## config.mk

```make
export PLATFORM = sky130hd
export DESIGN_NAME = iq_frame_buffer
export DESIGN_NICKNAME = d
export VERILOG_FILES = /design/src/rtl/ddc_iq_pkg.sv /design/src/rtl/iq_round_sat.sv /design/src/rtl/iq_frame_buffer.sv
export SDC_FILE = /design/constraint.sdc
export NUM_CORES = 1
export LEC_CHECK = 0
export BUFFER_PORTS_ARGS = -buffer_cell sky130_fd_sc_hd__buf_2
export CORE_MARGIN = 8
export CORE_UTILIZATION = 35
export DETAILED_ROUTE_END_ITERATION = 6
export SLEW_MARGIN = 15
export SYNTH_ARGS = -nofsm -noshare
export SYNTH_HDL_FRONTEND = slang
export SYNTH_HIERARCHICAL = 1
export SYNTH_SLANG_ARGS = --single-unit
```

## constraint.sdc

```tcl
create_clock -name clock -period 6.8 [get_ports clock]
set_input_delay 0.68 -clock clock [delete_from_list [all_inputs] [get_ports clock]]
set_output_delay 0.68 -clock clock [all_outputs]
set_load 0.03 [all_outputs]
```

## src/rtl/ddc_iq_pkg.sv

```systemverilog
// Shared widths, FSM state and I/Q pair payload for the DDC-to-I2S frame buffer.
package ddc_iq_pkg;

  localparam int unsigned DEF_IN_W  = 32;
  localparam int unsigned DEF_OUT_W = 24;

  typedef enum logic {
    FILL = 1'b0,
    RUN  = 1'b1
  } state_e;

  typedef struct packed {
    logic [DEF_OUT_W-1:0] re;
    logic [DEF_OUT_W-1:0] im;
  } iq_pair_t;

endpackage

```

## src/rtl/iq_round_sat.sv

```systemverilog
// Round-half-up and saturate a signed IN_W word to OUT_W bits, registered with a valid.
module iq_round_sat #(
  parameter int unsigned IN_W  = 32,
  parameter int unsigned OUT_W = 24
) (
  input  logic             clock,
  input  logic             reset,
  input  logic             in_valid,
  input  logic [IN_W-1:0]  in_data,
  output logic [OUT_W-1:0] out_data,
  output logic             out_valid
);

  localparam int unsigned    SH      = IN_W - OUT_W;
  localparam logic [IN_W:0]  RND     = (IN_W+1)'(1) << (SH - 1);
  localparam logic [OUT_W-1:0] SAT_MAX = {1'b0, {(OUT_W-1){1'b1}}};
  localparam logic [OUT_W-1:0] SAT_MIN = {1'b1, {(OUT_W-1){1'b0}}};

  logic signed [IN_W:0] sum_c;
  logic signed [IN_W:0] shr_c;
  logic                 fits_c;
  logic [OUT_W-1:0]     sat_c;
  logic [OUT_W-1:0]     data_q;
  logic                 valid_q;

  // One guard bit keeps the rounding add from wrapping at the positive limit.
  assign sum_c  = $signed({in_data[IN_W-1], in_data}) + $signed(RND);
  assign shr_c  = sum_c >>> SH;
  assign fits_c = (shr_c[IN_W:OUT_W-1] == '0) || (shr_c[IN_W:OUT_W-1] == '1);
  assign sat_c  = fits_c ? shr_c[OUT_W-1:0] : (shr_c[IN_W] ? SAT_MIN : SAT_MAX);

  always_ff @(posedge clock) begin
    if (reset) begin
      data_q  <= '0;
      valid_q <= 1'b0;
    end else begin
      valid_q <= in_valid;
      if (in_valid) data_q <= sat_c;
    end
  end

  assign out_data  = data_q;
  assign out_valid = valid_q;

endmodule

```

## src/rtl/iq_frame_buffer.sv

```systemverilog
// Rounds decimator I/Q to OUT_W, queues pairs and presents one pair per LRCK frame.
// Optional IQ_SWAP_EN adds iq_swap for per-frame sideband inversion.
module iq_frame_buffer
  import ddc_iq_pkg::*;
#(
  parameter int unsigned IN_W       = DEF_IN_W,
  parameter int unsigned OUT_W      = DEF_OUT_W,
  parameter int unsigned DEPTH_LOG2 = 2
) (
  input  logic                  clock,
  input  logic                  reset,
  input  logic                  in_valid,
  input  logic [IN_W-1:0]       in_real,
  input  logic [IN_W-1:0]       in_imag,
  input  logic                  lrck,
`ifdef IQ_SWAP_EN
  input  logic                  iq_swap,
`endif
  input  logic                  clr_flags,
  output logic [OUT_W-1:0]      rx_real,
  output logic [OUT_W-1:0]      rx_imag,
  output logic                  out_update,
  output logic [DEPTH_LOG2:0]   fifo_level,
  output logic                  overflow,
  output logic                  underflow
);

  localparam int unsigned   DEPTH = 1 << DEPTH_LOG2;
  localparam int unsigned   PW    = DEPTH_LOG2 + 1;
  localparam logic [PW-1:0] HALF  = PW'(DEPTH / 2);

  logic [OUT_W-1:0] rs_re, rs_im;
  logic             rs_v_re, rs_v_im, rs_valid_c;

  iq_round_sat #(.IN_W(IN_W), .OUT_W(OUT_W)) u_rs_re (
    .clock(clock), .reset(reset), .in_valid(in_valid),
    .in_data(in_real), .out_data(rs_re), .out_valid(rs_v_re)
  );

  iq_round_sat #(.IN_W(IN_W), .OUT_W(OUT_W)) u_rs_im (
    .clock(clock), .reset(reset), .in_valid(in_valid),
    .in_data(in_imag), .out_data(rs_im), .out_valid(rs_v_im)
  );

  assign rs_valid_c = rs_v_re & rs_v_im;

  state_e        state_q, state_d;
  logic [PW-1:0] wr_ptr_q, wr_ptr_d, rd_ptr_q, rd_ptr_d, level_q, level_d;
  iq_pair_t      rx_q, rx_d, head_c, wr_pair_c;
  logic          upd_q, upd_d, ovf_q, ovf_d, unf_q, unf_d;
  logic          lrck_s1_q, lrck_s2_q, lrck_edge_q;
  logic          pop_req_c, push_c, pop_c, empty_c, full_c;
  iq_pair_t      mem_q [DEPTH];

  // Two-flop synchroniser plus edge register; pop_req is the synchronised rise.
  assign pop_req_c = lrck_s2_q & ~lrck_edge_q;
  assign empty_c   = (wr_ptr_q == rd_ptr_q);
  assign full_c    = (wr_ptr_q[DEPTH_LOG2] != rd_ptr_q[DEPTH_LOG2]) &&
                     (wr_ptr_q[DEPTH_LOG2-1:0] == rd_ptr_q[DEPTH_LOG2-1:0]);
  assign head_c    = mem_q[rd_ptr_q[DEPTH_LOG2-1:0]];

  always_comb begin
    wr_pair_c    = '0;
    wr_pair_c.re = rs_re;
    wr_pair_c.im = rs_im;
  end

  always_comb begin
    state_d = state_q;
    rx_d    = rx_q;
    upd_d   = 1'b0;
    ovf_d   = ovf_q & ~clr_flags;
    unf_d   = unf_q & ~clr_flags;
    pop_c   = 1'b0;
    push_c  = 1'b0;
    case (state_q)
      FILL: begin
        if (pop_req_c) begin
          rx_d  = '0;
          upd_d = 1'b1;
        end
        if (level_q >= HALF) state_d = RUN;
      end
      RUN: begin
        if (pop_req_c) begin
          upd_d = 1'b1;
          if (!empty_c) begin
            pop_c = 1'b1;
            rx_d  = head_c;
`ifdef IQ_SWAP_EN
            if (iq_swap) begin
              rx_d.re = head_c.im;
              rx_d.im = head_c.re;
            end
`endif
          end else begin
            rx_d    = '0;
            unf_d   = 1'b1;
            state_d = FILL;
          end
        end
      end
      default: state_d = FILL;
    endcase
    // A pop in the same cycle frees the slot a full FIFO would otherwise refuse.
    if (rs_valid_c) begin
      if (!full_c || pop_c) push_c = 1'b1;
      else                  ovf_d  = 1'b1;
    end
    wr_ptr_d = wr_ptr_q + PW'(push_c);
    rd_ptr_d = rd_ptr_q + PW'(pop_c);
    level_d  = level_q + PW'(push_c) - PW'(pop_c);
  end

  always_ff @(posedge clock) begin
    if (reset) begin
      state_q     <= FILL;
      wr_ptr_q    <= '0;
      rd_ptr_q    <= '0;
      level_q     <= '0;
      rx_q        <= '0;
      upd_q       <= 1'b0;
      ovf_q       <= 1'b0;
      unf_q       <= 1'b0;
      lrck_s1_q   <= 1'b0;
      lrck_s2_q   <= 1'b0;
      lrck_edge_q <= 1'b0;
    end else begin
      state_q     <= state_d;
      wr_ptr_q    <= wr_ptr_d;
      rd_ptr_q    <= rd_ptr_d;
      level_q     <= level_d;
      rx_q        <= rx_d;
      upd_q       <= upd_d;
      ovf_q       <= ovf_d;
      unf_q       <= unf_d;
      lrck_s1_q   <= lrck;
      lrck_s2_q   <= lrck_s1_q;
      lrck_edge_q <= lrck_s2_q;
    end
  end

  always_ff @(posedge clock) begin
    if (push_c) mem_q[wr_ptr_q[DEPTH_LOG2-1:0]] <= wr_pair_c;
  end

  assign rx_real    = rx_q.re;
  assign rx_imag    = rx_q.im;
  assign out_update = upd_q;
  assign fifo_level = level_q;
  assign overflow   = ovf_q;
  assign underflow  = unf_q;

endmodule

```

* Word level (Yosys, flattened, before mapping)
Memories as Yosys holds them, arrays and structs flattened. A register that Yosys moved wholly into a read port is not among the register bits. Index checks and enable logic that the tools add are counted.
Cells by class: add/sub/neg operators 6, magnitude comparators 1, equal/unequal tests 7, bitwise operators 6, mux-type cells 25, reductions and logical operators 8
Operators with widths (number):
- $mux W48 | 3
- $mux W24 | 4
- $pmux W48 S2 | 1
- $add A32 B9 Y33 const B | 2
- $eq A10 B10 Y1 const B | 2
- $logic_not A10 Y1 | 2
- $mux W1 | 15
- $add A3 B1 Y3 | 3
- $and A1 B1 Y1 | 3
- $eq A3 B3 Y1 | 1
- $ge A3 B2 Y1 const B | 1
- $logic_or A1 B1 Y1 | 3
- $not A1 Y1 | 3
- $sub A3 B1 Y3 | 1
- $eq A2 B2 Y1 | 1
- $mux W2 | 1
- $ne A2 B1 Y1 const B | 1
- $ne A2 B2 Y1 const B | 1
- $pmux W1 S2 | 1
- $reduce_and A2 Y1 | 1
- $logic_and A1 B1 Y1 | 1
- $logic_not A1 Y1 | 1
- $ne A1 B1 Y1 | 1
Storage, ports and cells: bits of input ports 69, memories 1, register bits 113, output and inout port bits 54, word-level logic and storage cells 69, RAM bits 192
Memories:
- mem_q | words 4, bits a word 48, read ports 1, clocked after Yosys merged registers in 1, write ports 1, RTL line iq_frame_buffer.sv:53 | iq_pair_t mem_q [DEPTH];

* Longest topological paths before layout
Gate-level depths: netlist of the first run.
depth in word-level cells 9, mapped depth 10, mapped depth without buffers 9

* By module
The synthesis of the first run kept the hierarchy.
By module, submodules not included:
- iq_frame_buffer | seq. area each 7046.8 um^2, instances 1, area an instance 9075.0 um^2, cells an instance 431
- iq_round_sat | seq. area each 500.5 um^2, instances 2, area an instance 1500.2 um^2, cells an instance 169

* Least setup slack after synthesis of the first run
Ideal clock, no wire load.
kind register -> register, from register rd_ptr_q[0], to memory mem_q[0][0] (netlist bit), enable pin, arrival 4274 ps, data required time 6287 ps, setup time 513 ps, period minus slack after synthesis 4787 ps, setup slack 2013 ps, buffers on the path 1, cell stages (with the launch flop) 6, cells stage by stage dfxtp_1 > buf_2 > xnor2_1 > a41oi_1 > inv_1 > nor3_1
On the way: longest elaborated chain between the ends 9, elaborated cells on any way between the ends 12, classes of those cells eq/ne (2); mux (7); reduce/logical (3)
Ends and longest elaborated chain:
- from (decl) | RTL line iq_frame_buffer.sv:48 | logic [PW-1:0] wr_ptr_q, wr_ptr_d, rd_ptr_q, rd_ptr_d, level_q, level_d;
- from (signal assigned) | RTL line iq_frame_buffer.sv:131 | rd_ptr_q <= rd_ptr_d;
- $eq A3 B3 Y1 | RTL line iq_frame_buffer.sv:57 | assign empty_c = (wr_ptr_q == rd_ptr_q);
- $mux W1 | RTL line iq_frame_buffer.sv:87 | if (!empty_c) begin
- $mux W1 | RTL line iq_frame_buffer.sv:85 | if (pop_req_c) begin
- $mux W1 | RTL line iq_frame_buffer.sv:76 | case (state_q)
- $logic_or A1 B1 Y1 (*) | RTL line iq_frame_buffer.sv:107 | if (!full_c || pop_c) push_c = 1'b1;
- $mux W1 (*) | RTL line iq_frame_buffer.sv:107
- $mux W1 (*) | RTL line iq_frame_buffer.sv:106 | if (rs_valid_c) begin
- $mux W1 (*) | RTL line iq_frame_buffer.sv:144 | if (push_c) mem_q[wr_ptr_q[DEPTH_LOG2-1:0]] <= wr_pair_c;
- $mux W1 (not written as such) (*) | RTL line iq_frame_buffer.sv:144
- to (decl) | RTL line iq_frame_buffer.sv:53
Every way passes the cells marked *; elsewhere a longest branch is shown, timed or not.

* Worst setup path in the final report of the first run
from register rd_ptr_q[1], to memory mem_q[1][3] (netlist bit), enable pin
Same word-level chain as after synthesis.

==> results.md, run 1 <==
- Setup slack on the worst reg-to-reg path comes out at 3590 ps.
- During synthesis, Yosys emitted a total of 6 warnings.
- Cells with a size suffix above 1 make up about 29% of the layout.
- The final estimated routing congestion in global placement is approximately 0.8.
- The final sum of negative setup slack is 0 ps.
- The mean cell area of the mapped netlist is approximately 16 um^2.
- The number of flops mapped to enable cells by yosys is approximately 190.
- The cell family with the largest share of critical-path delay is flip-flops.
- Yosys mapped the design onto 52 distinct sky130hd cell types.
- When the netlist entered floorplanning its net count stood at about 850.
- CTS built an H-tree with a depth of 2.
- The initial standard-cell utilization of the core is about a third.
- The power density normalized to cell area is between 200 and 300 mW/mm^2.
- The leakage power total is roughly 5 nW.
- The number of buffers and inverters on the critical path is 1.
- The worst setup path is launched from a register.
- STA puts the critical path data required time at just under 7000 ps.
- The detailed-route via count is between 6000 and 7000.
- The worst setup path is of the register to register kind.
- In this run the post-CTS setup repair buffer count came out at 0.
- The initial antenna violation count is 0.
- The final clock skew is 12.2 ps.
- From synthesis to final layout, the design area changed by 17.4%.
- The count of pins on the block boundary is 123.
- The number of slew-limit violations in the final report is 0.
- The area of the die is 0.0407 mm^2.
- The clock net in this run drives a total of 306 sinks.
- The worst setup path is captured at a register.
- The maximum clock rate is 0.312 GHz.
- At the later pin of the worst-skew pair, clock insertion delay measures around 500 ps.
- In this run, synthesis produced a sequential element count of approximately 310.
- The cell area that synthesis handed to floorplanning was roughly 0.012 mm^2.
- The count of hold-fix buffers inserted at cts is 0.
- The longest clock path from root to sink contains 3 buffers.
- The number of global-route vias before repair is 7045.
- The number of max-capacitance violations reported is 0.
- Row generation in the floorplan step produced between 60 and 70 rows.
- Entering global routing, the biggest net connects 63 pins.
- The count of final hold-check violations is 0.
- Once the clock tree was built, the resizer swapped 0 gates to a different size.
- The die width is around 200 um.
- The detailed-route wire length per cell is 19.2 um.
- Setup repair after global routing left no endpoint under its margin.
- The first global-routing pass estimated around 41000 um of wire.
- The transition time at the pin with the least slew margin is roughly 820 ps.
- The maximum cell stage delay along the critical path is between 800 and 900 ps.
- After clock tree synthesis, the clock-pin slew on the worst setup and hold paths is around 60 ps.
- In this run the tightest slew margin relative to its limit is between 40 and 50%.
- The routed design could run at a clock period as short as between 3000 and 4000 ps.
- The global route total overflow is 0.
- After detailed routing, the number of remaining DRC violations is 0.
- Data arrives at the worst endpoint at 3360 ps.
- The first detailed-routing pass took 4 iterations.
- The most used flip-flop cell after synthesis is sky130_fd_sc_hd__edfxtp_1.
- VDD sags by at most about 140 uV.
- The path category of the worst min-delay check is primary input to register.
- The final critical path takes up 47.2% of the cycle.
- The sequential share of the synthesized area is 66.6%.
- The core outline area is between 0.03 and 0.04 mm^2.
- Cells fill between 40 and 50% of the core in the end.
- After the last flow step, the layout net total stands at between 900 and 1000.
- The flow ran to the end, and the final reports show no timing, DRC or antenna violations.
- The count of buffers added on input and output ports is 108.
- The slowest stage of the critical path belongs to the cell sky130_fd_sc_hd__dfxtp_4.
- In this run, the number of DRC markers left after iteration 0 of detailed routing was slightly below 400.
- Along the worst path, the maximum fanout reaches 50.
- The number of clock buffers inserted by TritonCTS is 34.
- The root cell of the clock tree is sky130_fd_sc_hd__clkbuf_16.
- The TritonCTS clock tree is yes.
- The die outline height is approximately 200 um.
- The final layout contains routed wiring with a total length of around 26000 um.
- The critical path goes through xnor2_1 -> a41oi_1 -> nand2_1 -> nor2_4 -> buf_4.
- Setup violations remaining at the end of the flow were counted as 0.
- Counting flops with an async set or reset pin after synthesis yields a share of 0%.
- The instance count of the mapped netlist is slightly below 800.
- The number of nets still failing antenna checks after routing is 0.
- The overall fraction of global-route tracks in use is 12.7%.
- Summed over all nets, the half-perimeter wirelength after detailed placement is between 15000 and 20000 um.
- The via-per-instance ratio is 5.01.
## kinds of logic (layout without fill, tap and decap cells)
logic type                 after synthesis  after routing  share of synthesized area [%]
DFF                                    306            306                           66.6
adders and majority gates               10             10                           1.10
other                                    0              1                              0
muxes                                   48             48                           8.95
xor gates and xnor gates                46             46                           3.34
AOI/OAI and AO/OA                      127            127                           8.83
and+or+nand+nor                        181            181                           8.80
buffers and inverters                   51            191                           2.34
## state kept, by name, indices dropped and copies added, names as in the netlist
register,cells
u_rs_im/out_valid,1
mem_q,192
wr_ptr_q,3
overflow,1
rd_ptr_q,3
fifo_level,3
underflow,1
lrck_s2_q,1
lrck_s1_q,1
state_q,1
lrck_edge_q,1
u_rs_re/out_data,24
out_update,1
u_rs_re/out_valid,1
u_rs_im/out_data,24
rx_real,24
rx_imag,24
## where the power goes
part | internal [W] | switching [W]
Sequential | 0.00201 | 0.0000318
Clock | 0.00104 | 0.000738
Combinational | 0.0000540 | 0.0000857
## cells in the final DEF (no fill, tap or decap), types with 11 or more instances in the layout
master                      netlist  final
sky130_fd_sc_hd__clkbuf_16        0     34
sky130_fd_sc_hd__a22o_1          50     50
sky130_fd_sc_hd__nand4_1         15     15
sky130_fd_sc_hd__dfxtp_1        114    112
sky130_fd_sc_hd__nand2_1         31     31
sky130_fd_sc_hd__a211oi_2        12     12
sky130_fd_sc_hd__nand3_1         16     16
sky130_fd_sc_hd__xor2_1          32     32
sky130_fd_sc_hd__nor2_1          46     44
sky130_fd_sc_hd__inv_1           11     11
sky130_fd_sc_hd__o21bai_1        12     12
sky130_fd_sc_hd__nor2b_1         11     11
sky130_fd_sc_hd__xnor2_1         14     14
sky130_fd_sc_hd__mux4_2          48     48
sky130_fd_sc_hd__edfxtp_1       192    192
sky130_fd_sc_hd__a211oi_1        18     18
sky130_fd_sc_hd__buf_2            8    108
## path summary, 6_finish.rpt
path,start,endpoint,cells after the start
setup / recovery,rd_ptr_q[1],mem_q[1][3],5
setup reg to reg,rd_ptr_q[1],mem_q[1][3],5
hold reg to reg,lrck_s1_q,lrck_s2_q,1
hold / removal,lrck,lrck_s1_q,2
## per-stage QoR
step                hold WS (ps)  area (um^2)  cells  power (W)  worst slack [ps]
floorplan                    414        12100    769    0.00215              2010
global placement             425        13100   1302    0.00221              3490
detailed placement           422        13100   1302    0.00222              3440
CTS                          369        14200   1364    0.00401              3420
global route                 413        14200   1364    0.00411              3340
finish                       386        14200   1365    0.00396              3590
## layout make-up
class / instances / area [um^2]
multi-input combinational: 412 / 3780
fill: 3157 / 20100
timing repair buffer: 118 / 616
sequential: 306 / 8060
inverter: 11 / 41.3
clock inverter: 22 / 210
tap: 455 / 569
clock buffer: 40 / 903
antenna: 1 / 2.50
## worst reg2reg max path: stages (launching register included)
cell and delay (ps):
sky130_fd_sc_hd__dfxtp_4 880, sky130_fd_sc_hd__xnor2_1 230, sky130_fd_sc_hd__a41oi_1 450, sky130_fd_sc_hd__nand2_1 160, sky130_fd_sc_hd__nor2_4 590, sky130_fd_sc_hd__buf_4 540
## metal layers
metal	GRT usage (%)	up-vias	share of wire, %
met5	0	-	0
met4	3.39	0	1.9
met3	2.64	33	4.6
met2	20.2	130	46
met1	17.5	3436	47
li1	-	3246	-
## synthesized netlist by cell type (9+ instances only)
master | count | area (um^2)
sky130_fd_sc_hd__ha_1 | 9 | 113
sky130_fd_sc_hd__a211oi_1 | 18 | 135
sky130_fd_sc_hd__a211oi_2 | 12 | 150
sky130_fd_sc_hd__nand4_1 | 15 | 93.8
sky130_fd_sc_hd__nor3_1 | 10 | 50.1
sky130_fd_sc_hd__edfxtp_1 | 192 | 5770
sky130_fd_sc_hd__nor2_1 | 46 | 173
sky130_fd_sc_hd__nand3_1 | 16 | 80.1
sky130_fd_sc_hd__clkbuf_1 | 20 | 75.1
sky130_fd_sc_hd__o21bai_1 | 12 | 90.1
sky130_fd_sc_hd__xor2_1 | 32 | 280
sky130_fd_sc_hd__dfxtp_1 | 114 | 2280
sky130_fd_sc_hd__xnor2_1 | 14 | 123
sky130_fd_sc_hd__nand2_1 | 31 | 116
sky130_fd_sc_hd__a22o_1 | 50 | 438
sky130_fd_sc_hd__inv_1 | 11 | 41.3
sky130_fd_sc_hd__nor2b_1 | 11 | 68.8
sky130_fd_sc_hd__o22ai_1 | 9 | 56.3
sky130_fd_sc_hd__mux4_2 | 48 | 1080
sky130_fd_sc_hd__nand2b_1 | 10 | 62.6
Note: power is estimated with default switching activity, not from simulation.
==> run 2: changes to the inputs <==
==> constraint.sdc (replaced) <==
create_clock -name clock -period 3 [get_ports clock]
set_input_delay 0.3 -clock clock [delete_from_list [all_inputs] [get_ports clock]]
set_output_delay 0.3 -clock clock [all_outputs]
set_load 0.03 [all_outputs]
==> run 2 against run 1 <==
Net effect:
- sequential cell count is the same
- total power grew 130%
- clock skew grew 1.9 ps
- first-iteration DRC count grew 5.7%
- critical endpoint is now fifo_level[2]
==> results.md, run 2 (synthesized netlist as in run 1, its figures left out) <==
- The flow ran to the end, and the final reports show no timing, DRC or antenna violations.
- The number of buffers inserted by post-CTS setup repair is 0.
- The headroom to the max-slew limit is 49.8%.
- The endpoint identified for the worst register-to-register timing path is fifo_level[2].
- The terminating pin of the worst hold path is lrck_s1_q.
- STA classifies the critical path endpoint as a register.
- After clock tree synthesis, the flow added hold-fix buffers numbering 0.
- Setup repair after global routing left no endpoint under its margin.
- In this run the power spent charging and discharging nets is 0.00190 W.
- The master of the slowest instance on the critical path is sky130_fd_sc_hd__a41oi_1.
- For this design the ratio of total power to cell area is approximately 630 mW/mm^2.
- The number of slew-limit violations in the final report is 0.
- The highest ir drop seen on vdd is approximately 330 uV.
- In this run the most critical hold path is launched from lrck.
- On the critical path the largest part of the delay comes from adder cells.
- The net count of the finished layout is between 900 and 1000.
- The largest net degree at the start of global routing is 50.
- The initial standard-cell utilization of the core is 35.2%.
- The transition time at the pin with the least slew margin is 754 ps.
- The number of max-capacitance violations reported is 0.
- The count of pins on the block boundary is between 100 and 150.
- The library cells used most frequently in the layout, excluding fill and tap cells, are sky130_fd_sc_hd__edfxtp_1 (192), sky130_fd_sc_hd__dfxtp_1 (112), sky130_fd_sc_hd__buf_2 (108), sky130_fd_sc_hd__a22o_1 (50), sky130_fd_sc_hd__mux4_2 (48).
- Dividing the detail-routed wire length by the instance count gives 18.8 um.
- The number of nets still failing antenna checks after routing is 0.
- The cell depth of the worst flop-to-flop path is 9.
- For this design the static power due to leakage is approximately 5 nW.
- Compared with the post-synthesis result, the final layout area differs by 18.2%.
- The reg2reg setup slack is 440 ps.
- The via-per-instance ratio is around 4.9.
- The initial detailed-routing violation count is roughly 410.
- The pre-antenna-repair detailed-routing pass consisted of 4 iterations.
- The count of final hold-check violations is 0.
- At the worst endpoint, the arrival time is 2920 ps.
- The depth of the CTS H-tree is 2.
- The number of global-route vias before repair came to roughly 7000.
- The sequential fraction of design power is between 50 and 60%.
- The critical path required time is 3360 ps.
- The class of the most critical setup path is register to register.
- The sink count of the clock tree is between 300 and 400.
- The number of buffers and inverters on the critical path is 2.
- The die is approximately 200 um tall.
- The later pin in the worst-skew pair is clocked with a latency of approximately 500 ps.
- The final design utilization is 41.6%.
- The number of flip-flops under the largest register name is around 190.
- The part of the total power dissipated in combinational logic is under 10%.
- The final critical path takes up 85.2% of the cycle.
- The register clock-pin slew on the reported worst setup and hold paths is roughly 60 ps.
- The overall fraction of global-route tracks in use is approximately an eighth.
- Counting the buffers created by CTS gives 34.
- The initial antenna violation count is 1.
- The library cell used most frequently in the layout, excluding fill and tap cells, is sky130_fd_sc_hd__edfxtp_1.
- Traced cell by cell, the critical path runs through nand3b_1 -> a41oi_1 -> inv_1 -> ha_1 -> inv_1 -> ha_1 -> fa_1 -> xor2_1 -> nor2_1.
- Net switching is between 20% and 30% of the power.
- The clock network fraction of design power is between 40% and 50%.
- The share of final-layout standard cells stronger than drive strength 1 is around 29%.
- In this run the critical register-to-register path is launched from lrck_s2_q.
- Timing would allow up to 0.391 GHz.
- On the worst path, the slowest cell contributes a delay of around 480 ps.
- Summed over all layers, the global routing overflow is 0.
- Setup violations remaining at the end of the flow were counted as 0.
- The floorplan step defined a die boundary enclosing roughly 0.041 mm^2.
- STA classifies the critical path startpoint as a register.
- The path category of the worst min-delay check is primary input to register.
- The detailed router placed a little under 7000 vias in this run.
- The final layout contains routed wiring with a total length of 25900 um.
- The maximum number of buffers from clock root to sink is 3.
- The die width is between 200 and 250 um.
- The smallest clock period supported by the final layout is computed as roughly 2600 ps.
- Cell internal power was estimated by the tool at just over 0.007 W.
- The number of remaining DRC errors is 0.
- The total number of placement rows is 68.
- The first global-routing pass estimated approximately 40000 um of wire.
- In this run, post-CTS repair resized a total of 0 instances.
- On the final layout, the worst clock skew is 14.2 ps.
- The root cell of the clock tree is sky130_fd_sc_hd__clkbuf_16.
- The floorplan step defined a core boundary enclosing 0.0343 mm^2.
- Routability-driven placement finished with a final weighted congestion of about 0.8.
- Hold is met by around 32 ps.
- TritonCTS built the clock tree.
- The critical-path maximum fanout is 5.
- The worst hold path was traced through 2 stages.
- The detailed-placement wirelength estimate is ~17000 um.
- The number of port buffers is between 100 and 150.
## run 2: changes by cell type in the layout (fill, tap and decap cells not counted), moves of 2 or more
cell                       change
sky130_fd_sc_hd__buf_4        +10
sky130_fd_sc_hd__clkbuf_1      +5
sky130_fd_sc_hd__clkinv_1      -4
sky130_fd_sc_hd__clkinv_2      -2
## run 2: power by group through the flow
stage	clock (W)	sequential, W	combinational [W]
after global placement	0	0.00471	0.000318
after detailed placement	0	0.00471	0.000320
after floorplan	0	0.00468	0.000195
final	0.00407	0.00462	0.000317
after global routing	0.00435	0.00463	0.000352
after CTS	0.00420	0.00462	0.000322
## run 2: how the worst max path moves through the flow
| stage | startpoint | to | slack [ps] | depth (start not counted) |
|---|---|---|---|---|
| 2_1_floorplan | rd_ptr_q[0] | mem_q[0][0] | -320 | 5 |
| 3_3_place_gp | lrck_s2_q | fifo_level[2] | 470 | 9 |
| 3_5_place_dp | lrck_s2_q | fifo_level[2] | 440 | 9 |
| 4_1_cts | lrck_s2_q | fifo_level[2] | 430 | 9 |
| 5_1_grt | lrck_s2_q | fifo_level[2] | 300 | 9 |
| 6_report | lrck_s2_q | fifo_level[2] | 440 | 9 |
## run 2: through the flow
step / power [W] / instances / worst slack, ps / TNS, ps / instance area [um^2]
2_1_floorplan: 0.00488 / 769 / -323 / -15490 / 12100
3_3_place_gp: 0.00503 / 1313 / 475 / 0 / 13200
3_5_place_dp: 0.00503 / 1313 / 440 / 0 / 13200
4_1_cts: 0.00914 / 1375 / 431 / 0 / 14300
5_1_grt: 0.00934 / 1376 / 300 / 0 / 14300
6_report: 0.00901 / 1377 / 444 / 0 / 14300
## run 2: worst reg2reg max path: cells and delay by family, from the launching register on
kind	cells	cell delay, ps
fa+ha+maj	3	860
xor+xnor	1	160
buf+inv	2	210
compound gates	1	480
flops	1	410
simple gates	2	290
## run 2: area by class of cell
cell class | count | area, um^2
fillers | 3103 | 20000
clock buffers | 45 | 922
flip-flops and latches | 306 | 8050
clock inverters | 17 | 184
repair buffers | 129 | 711
diodes | 2 | 5.00
well taps | 455 | 569
multi-input cells | 412 | 3790
inverters | 11 | 41.3
## run 2: per-layer routing
| layer | up-vias | track usage [%] | share of wire, % |
|---|---|---|---|
| met1 | 3373 | 15.5 | 44 |
| met4 | 0 | 3.50 | 1.6 |
| met2 | 128 | 21.4 | 50 |
| met5 | - | 0 | 0 |
| li1 | 3277 | - | - |
| met3 | 29 | 2.86 | 5.2 |
